**config.mk**
```make
export PLATFORM = sky130hd
export DESIGN_NAME = uart_rx_deserializer_flat
export DESIGN_NICKNAME = d
export VERILOG_FILES = /design/src/rtl/uart_rx_deserializer_if.sv /design/src/rtl/uart_rx_deserializer.sv /design/src/flat_wrapper.sv
export SDC_FILE = /design/constraint.sdc
export NUM_CORES = 1
export LEC_CHECK = 0
export ABC_AREA = 0
export CORE_UTILIZATION = 45
export DETAILED_ROUTE_END_ITERATION = 8
export HOLD_SLACK_MARGIN = 0.15
export PLACE_DENSITY = 0.79
export SYNTH_ARGS = -nofsm -noshare
export SYNTH_HDL_FRONTEND = slang
export SYNTH_SLANG_ARGS = --single-unit
```
**constraint.sdc**
```tcl
create_clock -name Clk -period 1.8 [get_ports Clk]
set_input_delay 0.27 -clock Clk [delete_from_list [all_inputs] [get_ports Clk]]
set_output_delay 0.27 -clock Clk [all_outputs]
set_load 0.02 [all_outputs]
```
**src/rtl/uart_rx_deserializer_if.sv**
```systemverilog
// Serial-line and parallel-result bundle between the RX pad side and the deserializer.
// No storage; wiring only.
// No backpressure: data_valid is a single-cycle strobe with no ready.
interface uart_rx_deserializer_if #(
  parameter int DATA_WIDTH = 8
);
  logic                  RX_IN;
  logic                  PAR_EN;
  logic                  PAR_TYP;
  logic [5:0]            Prescale;
  logic [DATA_WIDTH-1:0] P_DATA;
  logic                  data_valid;
  logic                  par_err;
  logic                  stp_err;

  // Stimulus side: drives the line and frame configuration, observes results.
  modport master (
    output RX_IN, PAR_EN, PAR_TYP, Prescale,
    input  P_DATA, data_valid, par_err, stp_err
  );

  // Deserializer side.
  modport slave (
    input  RX_IN, PAR_EN, PAR_TYP, Prescale,
    output P_DATA, data_valid, par_err, stp_err
  );
endinterface

```
**src/rtl/uart_rx_deserializer.sv**
```systemverilog
// Oversampled UART receiver: start detect, 3-sample mid-bit majority, LSB-first shift, parity/stop check.
// Latency: start detect to data_valid = S*P + P/2 + 3 cycles (S = stop bit index).
// No backpressure: each good frame produces a one-cycle data_valid strobe that cannot be stalled.
module uart_rx_deserializer #(
  parameter int DATA_WIDTH = 8
) (
  input  logic                   Clk,
  input  logic                   RST,
  uart_rx_deserializer_if.slave  rx_if
);

  localparam int BW = (DATA_WIDTH > 1) ? $clog2(DATA_WIDTH) : 1;

  localparam logic [2:0] S_IDLE   = 3'd0;
  localparam logic [2:0] S_START  = 3'd1;
  localparam logic [2:0] S_DATA   = 3'd2;
  localparam logic [2:0] S_PARITY = 3'd3;
  localparam logic [2:0] S_STOP   = 3'd4;

  logic [2:0]            state_q,   state_d;
  logic [5:0]            cnt_q,     cnt_d;
  logic [BW-1:0]         bit_cnt_q, bit_cnt_d;
  logic [2:0]            smp_q,     smp_d;
  logic [DATA_WIDTH-1:0] shift_q,   shift_d;
  logic [5:0]            p_q,       p_d;
  logic                  par_en_q,  par_en_d;
  logic                  par_typ_q, par_typ_d;
  logic                  par_err_q, par_err_d;
  logic                  stp_err_q, stp_err_d;
  logic                  done_q,    done_d;
  logic [DATA_WIDTH-1:0] data_q,    data_d;
  logic                  dv_q,      dv_d;

  logic       rx;
  logic [5:0] p_sel;
  logic [5:0] half;
  logic [5:0] pt_a, pt_b, pt_c, pt_dec, pt_last;
  logic       maj;

  assign rx = rx_if.RX_IN;

  // Unsupported oversampling ratios fall back to 8.
  always_comb begin
    case (rx_if.Prescale)
      6'd16:   p_sel = 6'd16;
      6'd32:   p_sel = 6'd32;
      default: p_sel = 6'd8;
    endcase
  end

  // Sample/decision points derive from the ratio latched for this frame.
  assign half    = {1'b0, p_q[5:1]};
  assign pt_a    = half - 6'd1;
  assign pt_b    = half;
  assign pt_c    = half + 6'd1;
  assign pt_dec  = half + 6'd2;
  assign pt_last = p_q - 6'd1;
  assign maj     = (smp_q[0] & smp_q[1]) | (smp_q[0] & smp_q[2]) | (smp_q[1] & smp_q[2]);

  // Next-state logic: frame FSM, edge/bit counters, sampling and result stage.
  always_comb begin
    state_d   = state_q;
    cnt_d     = cnt_q;
    bit_cnt_d = bit_cnt_q;
    smp_d     = smp_q;
    shift_d   = shift_q;
    p_d       = p_q;
    par_en_d  = par_en_q;
    par_typ_d = par_typ_q;
    par_err_d = par_err_q;
    stp_err_d = stp_err_q;
    done_d    = 1'b0;
    data_d    = data_q;
    dv_d      = 1'b0;

    // Result stage runs one cycle after the stop decision so both flags are final.
    if (done_q && !par_err_q && !stp_err_q) begin
      dv_d   = 1'b1;
      data_d = shift_q;
    end

    if (state_q != S_IDLE) begin
      if (cnt_q == pt_a) smp_d[0] = rx;
      if (cnt_q == pt_b) smp_d[1] = rx;
      if (cnt_q == pt_c) smp_d[2] = rx;
      cnt_d = (cnt_q == pt_last) ? 6'd0 : cnt_q + 6'd1;
    end

    case (state_q)
      S_IDLE: begin
        cnt_d = 6'd0;
        if (!rx) begin
          // Detection cycle is edge 0 of the start bit, so the next edge is 1.
          state_d   = S_START;
          cnt_d     = 6'd1;
          bit_cnt_d = '0;
          p_d       = p_sel;
          par_en_d  = rx_if.PAR_EN;
          par_typ_d = rx_if.PAR_TYP;
          par_err_d = 1'b0;
          stp_err_d = 1'b0;
        end
      end
      S_START: begin
        if (cnt_q == pt_dec && maj) begin
          state_d = S_IDLE;
          cnt_d   = 6'd0;
        end else if (cnt_q == pt_last) begin
          state_d = S_DATA;
        end
      end
      S_DATA: begin
        if (cnt_q == pt_dec) shift_d = {maj, shift_q[DATA_WIDTH-1:1]};
        if (cnt_q == pt_last) begin
          if (bit_cnt_q == BW'(DATA_WIDTH-1)) begin
            bit_cnt_d = '0;
            state_d   = par_en_q ? S_PARITY : S_STOP;
          end else begin
            bit_cnt_d = bit_cnt_q + BW'(1);
          end
        end
      end
      S_PARITY: begin
        if (cnt_q == pt_dec) par_err_d = maj ^ (^shift_q) ^ par_typ_q;
        if (cnt_q == pt_last) state_d = S_STOP;
      end
      S_STOP: begin
        // Return to IDLE at mid stop bit so a following start bit is never missed.
        if (cnt_q == pt_dec) begin
          stp_err_d = ~maj;
          done_d    = 1'b1;
          state_d   = S_IDLE;
          cnt_d     = 6'd0;
        end
      end
      default: begin
        state_d = S_IDLE;
        cnt_d   = 6'd0;
      end
    endcase
  end

  // State registers with synchronous reset; a reset mid-frame drops the partial frame.
  always_ff @(posedge Clk) begin
    if (RST) begin
      state_q   <= S_IDLE;
      cnt_q     <= 6'd0;
      bit_cnt_q <= '0;
      smp_q     <= 3'd0;
      shift_q   <= '0;
      p_q       <= 6'd8;
      par_en_q  <= 1'b0;
      par_typ_q <= 1'b0;
      par_err_q <= 1'b0;
      stp_err_q <= 1'b0;
      done_q    <= 1'b0;
      data_q    <= '0;
      dv_q      <= 1'b0;
    end else begin
      state_q   <= state_d;
      cnt_q     <= cnt_d;
      bit_cnt_q <= bit_cnt_d;
      smp_q     <= smp_d;
      shift_q   <= shift_d;
      p_q       <= p_d;
      par_en_q  <= par_en_d;
      par_typ_q <= par_typ_d;
      par_err_q <= par_err_d;
      stp_err_q <= stp_err_d;
      done_q    <= done_d;
      data_q    <= data_d;
      dv_q      <= dv_d;
    end
  end

  assign rx_if.P_DATA     = data_q;
  assign rx_if.data_valid = dv_q;
  assign rx_if.par_err    = par_err_q;
  assign rx_if.stp_err    = stp_err_q;

endmodule

```
**src/flat_wrapper.sv**
```systemverilog
// flat-port wrapper written by rule: the top's interface ports become plain ports
module uart_rx_deserializer_flat 
#(
  parameter int DATA_WIDTH = 8
)
  (Clk, RST, rx_if_RX_IN, rx_if_PAR_EN, rx_if_PAR_TYP, rx_if_Prescale, rx_if_P_DATA, rx_if_data_valid, rx_if_par_err, rx_if_stp_err);
  uart_rx_deserializer_if #(.DATA_WIDTH(DATA_WIDTH)) rx_if_i ();
  input  logic Clk;
  input  logic RST;
  input wire logic [$bits(rx_if_i.RX_IN)-1:0] rx_if_RX_IN;
  input wire logic [$bits(rx_if_i.PAR_EN)-1:0] rx_if_PAR_EN;
  input wire logic [$bits(rx_if_i.PAR_TYP)-1:0] rx_if_PAR_TYP;
  input wire logic [$bits(rx_if_i.Prescale)-1:0] rx_if_Prescale;
  output wire logic [$bits(rx_if_i.P_DATA)-1:0] rx_if_P_DATA;
  output wire logic [$bits(rx_if_i.data_valid)-1:0] rx_if_data_valid;
  output wire logic [$bits(rx_if_i.par_err)-1:0] rx_if_par_err;
  output wire logic [$bits(rx_if_i.stp_err)-1:0] rx_if_stp_err;
  assign rx_if_i.RX_IN = rx_if_RX_IN;
  assign rx_if_i.PAR_EN = rx_if_PAR_EN;
  assign rx_if_i.PAR_TYP = rx_if_PAR_TYP;
  assign rx_if_i.Prescale = rx_if_Prescale;
  assign rx_if_P_DATA = rx_if_i.P_DATA;
  assign rx_if_data_valid = rx_if_i.data_valid;
  assign rx_if_par_err = rx_if_i.par_err;
  assign rx_if_stp_err = rx_if_i.stp_err;
  uart_rx_deserializer #(.DATA_WIDTH(DATA_WIDTH)) u_core (.Clk(Clk), .RST(RST), .rx_if(rx_if_i));
endmodule
```
==> results of run 1 <==
-- cell usage after synthesis, types with 2 or more instances --
cell / number
dfxtp_1: 40
nor2_1: 33
mux2i_1: 20
a21oi_1: 16
nand2_1: 16
xnor2_1: 10
xor2_1: 8
ha_1: 7
nand3_1: 7
inv_1: 6
buf_6: 5
nor2b_1: 4
nor3_1: 4
o21ai_0: 4
a31oi_1: 3
clkbuf_1: 3
nor3b_1: 3
nor4_1: 3
and3_1: 2
nand4b_1: 2
nor4_4: 2
or3_1: 2
-- logic make-up (layout without fill, tap and decap cells) --
group / count (synthesis) / in the layout
AO/OA/AOI/OAI: 34 / 34
AND/OR/NAND/NOR: 87 / 87
adder cells (fa/ha/maj): 8 / 8
XOR/XNOR: 20 / 20
flip-flops: 40 / 40
multiplexers: 20 / 20
buffers and inverters: 18 / 64
-- flip-flops by register name, summed over array words and instances (netlist names), 3 cells and up --
register,cells
u_core.p_q,3
u_core.state_q,3
u_core.rx_if.P_DATA,8
u_core.shift_q,8
u_core.bit_cnt_q,3
u_core.smp_q,3
u_core.cnt_q,6
-- timing repair --
| action | 4_1_cts | 5_1_grt |
|---|---|---|
| resized for setup | 2 | 10 |
| hold buffers | 0 | 0 |
| setup endpoints to repair | 2 | 13 |
| pin swaps | 0 | 3 |
-- critical path, delay by kind of cell, from the launching register on --
family,cells,cell delay (ps)
AND/OR/NAND/NOR,3,610
adder cells (fa/ha/maj),1,260
AO/OA/AOI/OAI,1,130
buffers and inverters,2,230
flip-flops,1,360
XOR/XNOR,1,130
-- routing by layer --
metal / vias up / track usage [%] / routed length, um
met5: - / 0 / 0
met4: 0 / 7.56 / 95
met3: 10 / 4.76 / 152
met2: 32 / 31.2 / 2120
met1: 825 / 23.5 / 2040
li1: 877 / - / -
-- per-stage QoR --
step	TNS, ps	hold WS, ps	util (%)	worst slack (ps)	area, sq um
6_report	0	479	60.9	12.6	2690
5_1_grt	-139	516	60.9	-55.7	2690
4_1_cts	0	483	60.0	13.5	2650
3_5_place_dp	-41.0	472	57.2	-21.0	2520
2_1_floorplan	-87.8	406	-	-60.6	2130
3_3_place_gp	-4.36	463	57.2	-4.36	2520
-- cell type report --
class	instances	area (sq um)
inverter	6	25.0
sequential	40	810
tap	52	65.1
clock buffer	5	68.8
timing repair buffer	50	439
clock inverter	3	46.3
multi-input combinational	169	1240
fill	369	1720
-- power by group through the flow --
stage	Clock, mW	Sequential, mW	Combinational, mW
after floorplan	0	0.991	0.533
after global placement	0	1.01	0.698
after detailed placement	0	1.01	0.718
after CTS	0.772	0.991	0.731
after global routing	0.808	1.01	0.844
final	0.749	1.00	0.771
-- how the worst max path moves through the flow --
stage	endpoint	slack, ps
5_1_grt	u_core.bit_cnt_q[0]	-60
4_1_cts	u_core.bit_cnt_q[0]	10
6_report	u_core.bit_cnt_q[0]	10
3_5_place_dp	u_core.rx_if.par_err	-20
3_3_place_gp	u_core.rx_if.par_err	-4
2_1_floorplan	u_core.bit_cnt_q[0]	-60
==> impl_metrics.ini, run 1 <==
[logic_synthesis]
synth_top_family_by_area = simple AND/OR/NAND/NOR gates
synth_cell_types = 49
synth_top_area_share_pct = 38.0
synth-seq-cells = 40
synthMuxAreaShare_pct = 9.51
syn_avg_cell_area_sq_um = 9.27
synth_area_leaders = dfxtp_1 (38%), mux2i_1 (9.5%), nor2_1 (5.9%)
async_flop_share_pct = 0
synth_fa_ha_area_share_pct = 4.64
synth-simple-area-share_pct = 22.4
synth-xor-area-share_pct = 9.75
yosys.area.top_type = dfxtp_1
synth_compound_area_share_pct = 10.0
syn_nets = 245
synth_area_sq_mm = 0.00210
synth_flop_cell = dfxtp_1
synth_edf_count = 0
yosysWarningCount = 0
synth_seq_area_share_pct = 38.0
synthCells = 227

[global_routing]
grt_use_total_pct = 19.0
grt_pass1_wl_um = 7380
first_global_vias = 1638
antenna_found_initial = 0
grt_max_degree = 15
overflow = 0

[floorplan]
rows = 24
die_height_um = 70.4
die_w_um = 70.4
die-area_sq_mm = 0.00495
io_pins = 22
floorplan.initialDensity_pct = 47.7
coreArea_sq_mm = 0.00441

[pwr]
pwr_density_cell_mw_per_mm2 = 938
p_sw_share_pct = 32.6
power.internal_mw = 1.70
power.switching_mw = 0.822
vdd_drop_max_uv = 646
leakagePower_nw = 1.11
clockPowerShare_pct = 29.7
seq_power_share_pct = 39.8
power_mw = 2.52
power_frac_comb_pct = 30.5

[setup_path]
cp.required_ps = 2030
worstPathArrival_ps = 2020
rrSetupSlack_ps = 10
crit_type = reg -> reg
crit_path_top_delay_cell = dfxtp_2
crit_fanout = 7
worst_r2r_endpoint = u_core.bit_cnt_q[0]
r2r_start = u_core.p_q[3]
crit_start = u_core.p_q[3]
critPathCaptureType = flip-flop
cp-start-kind = flip-flop
crit_chain = inv_2, ha_4, xnor2_4, nor4_4, buf_6, nand3_4, or3_1, a21oi_1
max_stage_delay_ps = 360
reg2reg_depth = 8

[route]
ant_nets = 0
routedWlPerCell_um = 13.6
route.vias.total = 1744
dr.pass1.iters = 4
viasPerCell = 5.37
drt-initial-drc-count = 51
remaining_drc_errors = 0
routed_wl_um = 4410

[clocking]
cts_buffers = 5
cts_max_level = 2
clock-sinks = 40
post_cts_buffers = 0
cts_tree = yes
clk_pin_slew_ps = 80
cts_buffer_depth = 2
cts-root-buf = clkbuf_8
clock_latency_ps = 300

[min_path]
hold_end = u_core.par_typ_q
whs_path_depth = 2
min_from = u_core.par_typ_q
hp-class = reg -> reg

[cells_and_area]
final_common_cell = dfxtp_1
layout.nets = 290
final_cell_mix = dfxtp_1 (35), nor2_1 (33), buf_4 (26)
fin_cells = 325
final_layout_size_suffix_gt1_share_pct = 20.5
area_growth_syn_to_layout_pct = 27.8
antennaDiodeCount = 0

[sta]
fin_skew_ps = 6.60
hold_violations = 0
slew_headroom_pct = 67.7
setup_violations = 0
slew_violations = 0
rsz0062_at_grt = true
max_freq_mhz = 559
worst_pin_slew_ps = 480
period_needed_ps = 1790
min_period_over_period_pct = 99.3

[status]
status = completed

[place]
routabilityCongestion = 0.827
numPortBuffers = 21
place_inst = 317
dp_hpwl_um = 3250

[job]
cap_violations = 0
Power figures use the tool's default switching activity.
==> inputs of run 2 (changes only) <==
--- a/config.mk
+++ b/config.mk
@@ -6,10 +6,11 @@
 export NUM_CORES = 1
 export LEC_CHECK = 0
 export ABC_AREA = 0
+export CORE_ASPECT_RATIO = 1.5
 export CORE_UTILIZATION = 45
 export DETAILED_ROUTE_END_ITERATION = 8
 export HOLD_SLACK_MARGIN = 0.15
-export PLACE_DENSITY = 0.79
+export PLACE_DENSITY = 0.7
 export SYNTH_ARGS = -nofsm -noshare
 export SYNTH_HDL_FRONTEND = slang
 export SYNTH_SLANG_ARGS = --single-unit
==> impl_metrics.ini, run 2 (synthesis gave the netlist of run 1 again) <==
[status]
status = complete, but fails checks
violations = setup timing

[job]
cap_violations = 0

[sta]
setup_violations = 1
finalSetupTns_ps = -3.06
period_needed_ps = 1800
min_period_over_period_pct = 100
rsz0062_at_grt = true
slew_violations = 0
setup_slack_ps = -3.06
worst_pin_slew_ps = 453
hold_violations = 0
max_freq_mhz = 555
slew_headroom_pct = 69.5
holdWs_ps = 488
fin_skew_ps = 6.11

[floorplan]
die_height_um = 85.8
rows = 30
die_w_um = 57.8
die-area_sq_mm = 0.00496
floorplan.initialDensity_pct = 46.7
coreArea_sq_mm = 0.00450
io_pins = 22

[setup_path]
rrSetupSlack_ps = -3
worstPathArrival_ps = 2040
cp_top_family = simple AND/OR/NAND/NOR gates
cpMostUsedCell = buf_4
critPathCaptureType = flip-flop
max_stage_delay_ps = 370
cp.required_ps = 2030
r2r_start = u_core.p_q[3]
worst_r2r_endpoint = u_core.bit_cnt_q[0]
crit_fanout = 6
cp-start-kind = flip-flop
path_buf_inv = 3
reg2reg_depth = 8
crit_start = u_core.p_q[3]
crit_type = reg -> reg
crit_chain = buf_4, buf_4, xnor2_2, nor4_4, buf_6, nand3_4, or3_4, a21oi_2
crit_path_top_delay_cell = dfxtp_4

[cells_and_area]
antennaDiodeCount = 0
final_common_cell = dfxtp_1
final_layout_size_suffix_gt1_share_pct = 25.1
fin_cells = 327
area_growth_syn_to_layout_pct = 30.2
final_cell_mix = dfxtp_1 (35), buf_4 (34), nor2_1 (33)
layout.nets = 297
post-route-util_pct = 60.8
postLayoutCellArea_sq_mm = 0.00274

[route]
remaining_drc_errors = 0
routedWlPerCell_um = 14.5
ant_nets = 0
route.vias.total = 1762
dr.pass1.iters = 4
drt-initial-drc-count = 41
routed_wl_um = 4740
viasPerCell = 5.39

[pwr]
power_mw = 2.46
p_sw_share_pct = 32.4
pwr_density_cell_mw_per_mm2 = 898
power.switching_mw = 0.798
clockPowerShare_pct = 26.2
vdd_drop_max_uv = 624
seq_power_share_pct = 40.5
power.internal_mw = 1.66
power_frac_comb_pct = 33.4
leakagePower_nw = 1.15

[clocking]
cts_buffers = 5
cts-root-buf = clkbuf_8
cts_hold_buf = 0
cts_max_level = 2
clock_latency_ps = 290
clock-sinks = 40
cts_tree = yes
cts_buffer_depth = 2
clk_pin_slew_ps = 80

[global_routing]
first_global_vias = 1744
grt_pass1_wl_um = 7960
antenna_found_initial = 0
grt_use_total_pct = 20.7
grt_max_degree = 28
overflow = 0

[min_path]
min_from = u_core.bit_cnt_q[2]
hold_end = u_core.bit_cnt_q[2]
hp-class = reg -> reg
whs_path_depth = 2

[place]
numPortBuffers = 21
place_inst = 315
routabilityCongestion = 0.849
dp_hpwl_um = 3530
place_area_sq_mm = 0.00253
dp_slack_ps = -45.0
==> run 2: cell count changes in the layout (fill, tap and decap cells not counted), moves of 2 or more <==
cell and change:
xnor2_2 +3, buf_4 +8, clkbuf_8 +2, xnor2_1 -2
==> run 2: power by group through the flow <==
| stage | logic (mW) | clock network [mW] | registers, mW |
|---|---|---|---|
| after global routing | 0.892 | 0.687 | 1.01 |
| final | 0.821 | 0.644 | 0.996 |
| after floorplan | 0.533 | 0 | 0.991 |
| after detailed placement | 0.757 | 0 | 1.01 |
| after CTS | 0.777 | 0.663 | 0.995 |
| after global placement | 0.746 | 0 | 1.01 |
==> run 2: how the worst max path moves through the flow <==
stage,endpoint,slack (ps),cells after the start
floorplan,u_core.bit_cnt_q[0],-60,5
global placement,u_core.smp_q[0],0.8,8
detailed placement,u_core.state_q[0],-50,8
CTS,u_core.bit_cnt_q[0],-20,8
global route,u_core.bit_cnt_q[0],-70,8
finish,u_core.bit_cnt_q[0],-3,8
==> run 2: cell type report <==
cell class	instances	area (sq um)
Multi-Input combinational cell	169	1260
Clock buffer	7	96.3
Tap cell	48	60.1
Fill cell	399	1760
Sequential cell	40	812
Timing Repair Buffer	57	488
Inverter	6	25.0
==> run 2: what timing repair did <==
action,CTS,global route
hold endpoints to repair,0,0
buffers inserted,2,3
gates resized for setup,9,9
setup endpoints to repair,8,22
pin swaps,1,3
==> run 2: metal layers <==
metal	track usage, %	share of wire, %
met1	22.0	39
met2	39.5	57
met3	3.32	2.4
met4	7.58	1.9
met5	0	0
==> run 2: worst register-to-register path, delay by kind of cell (launching register included) <==
kind	cells	cell delay [ps]
compound gates	1	120
flops	1	370
simple gates	3	680
xor+xnor	1	140
buf+inv	3	430
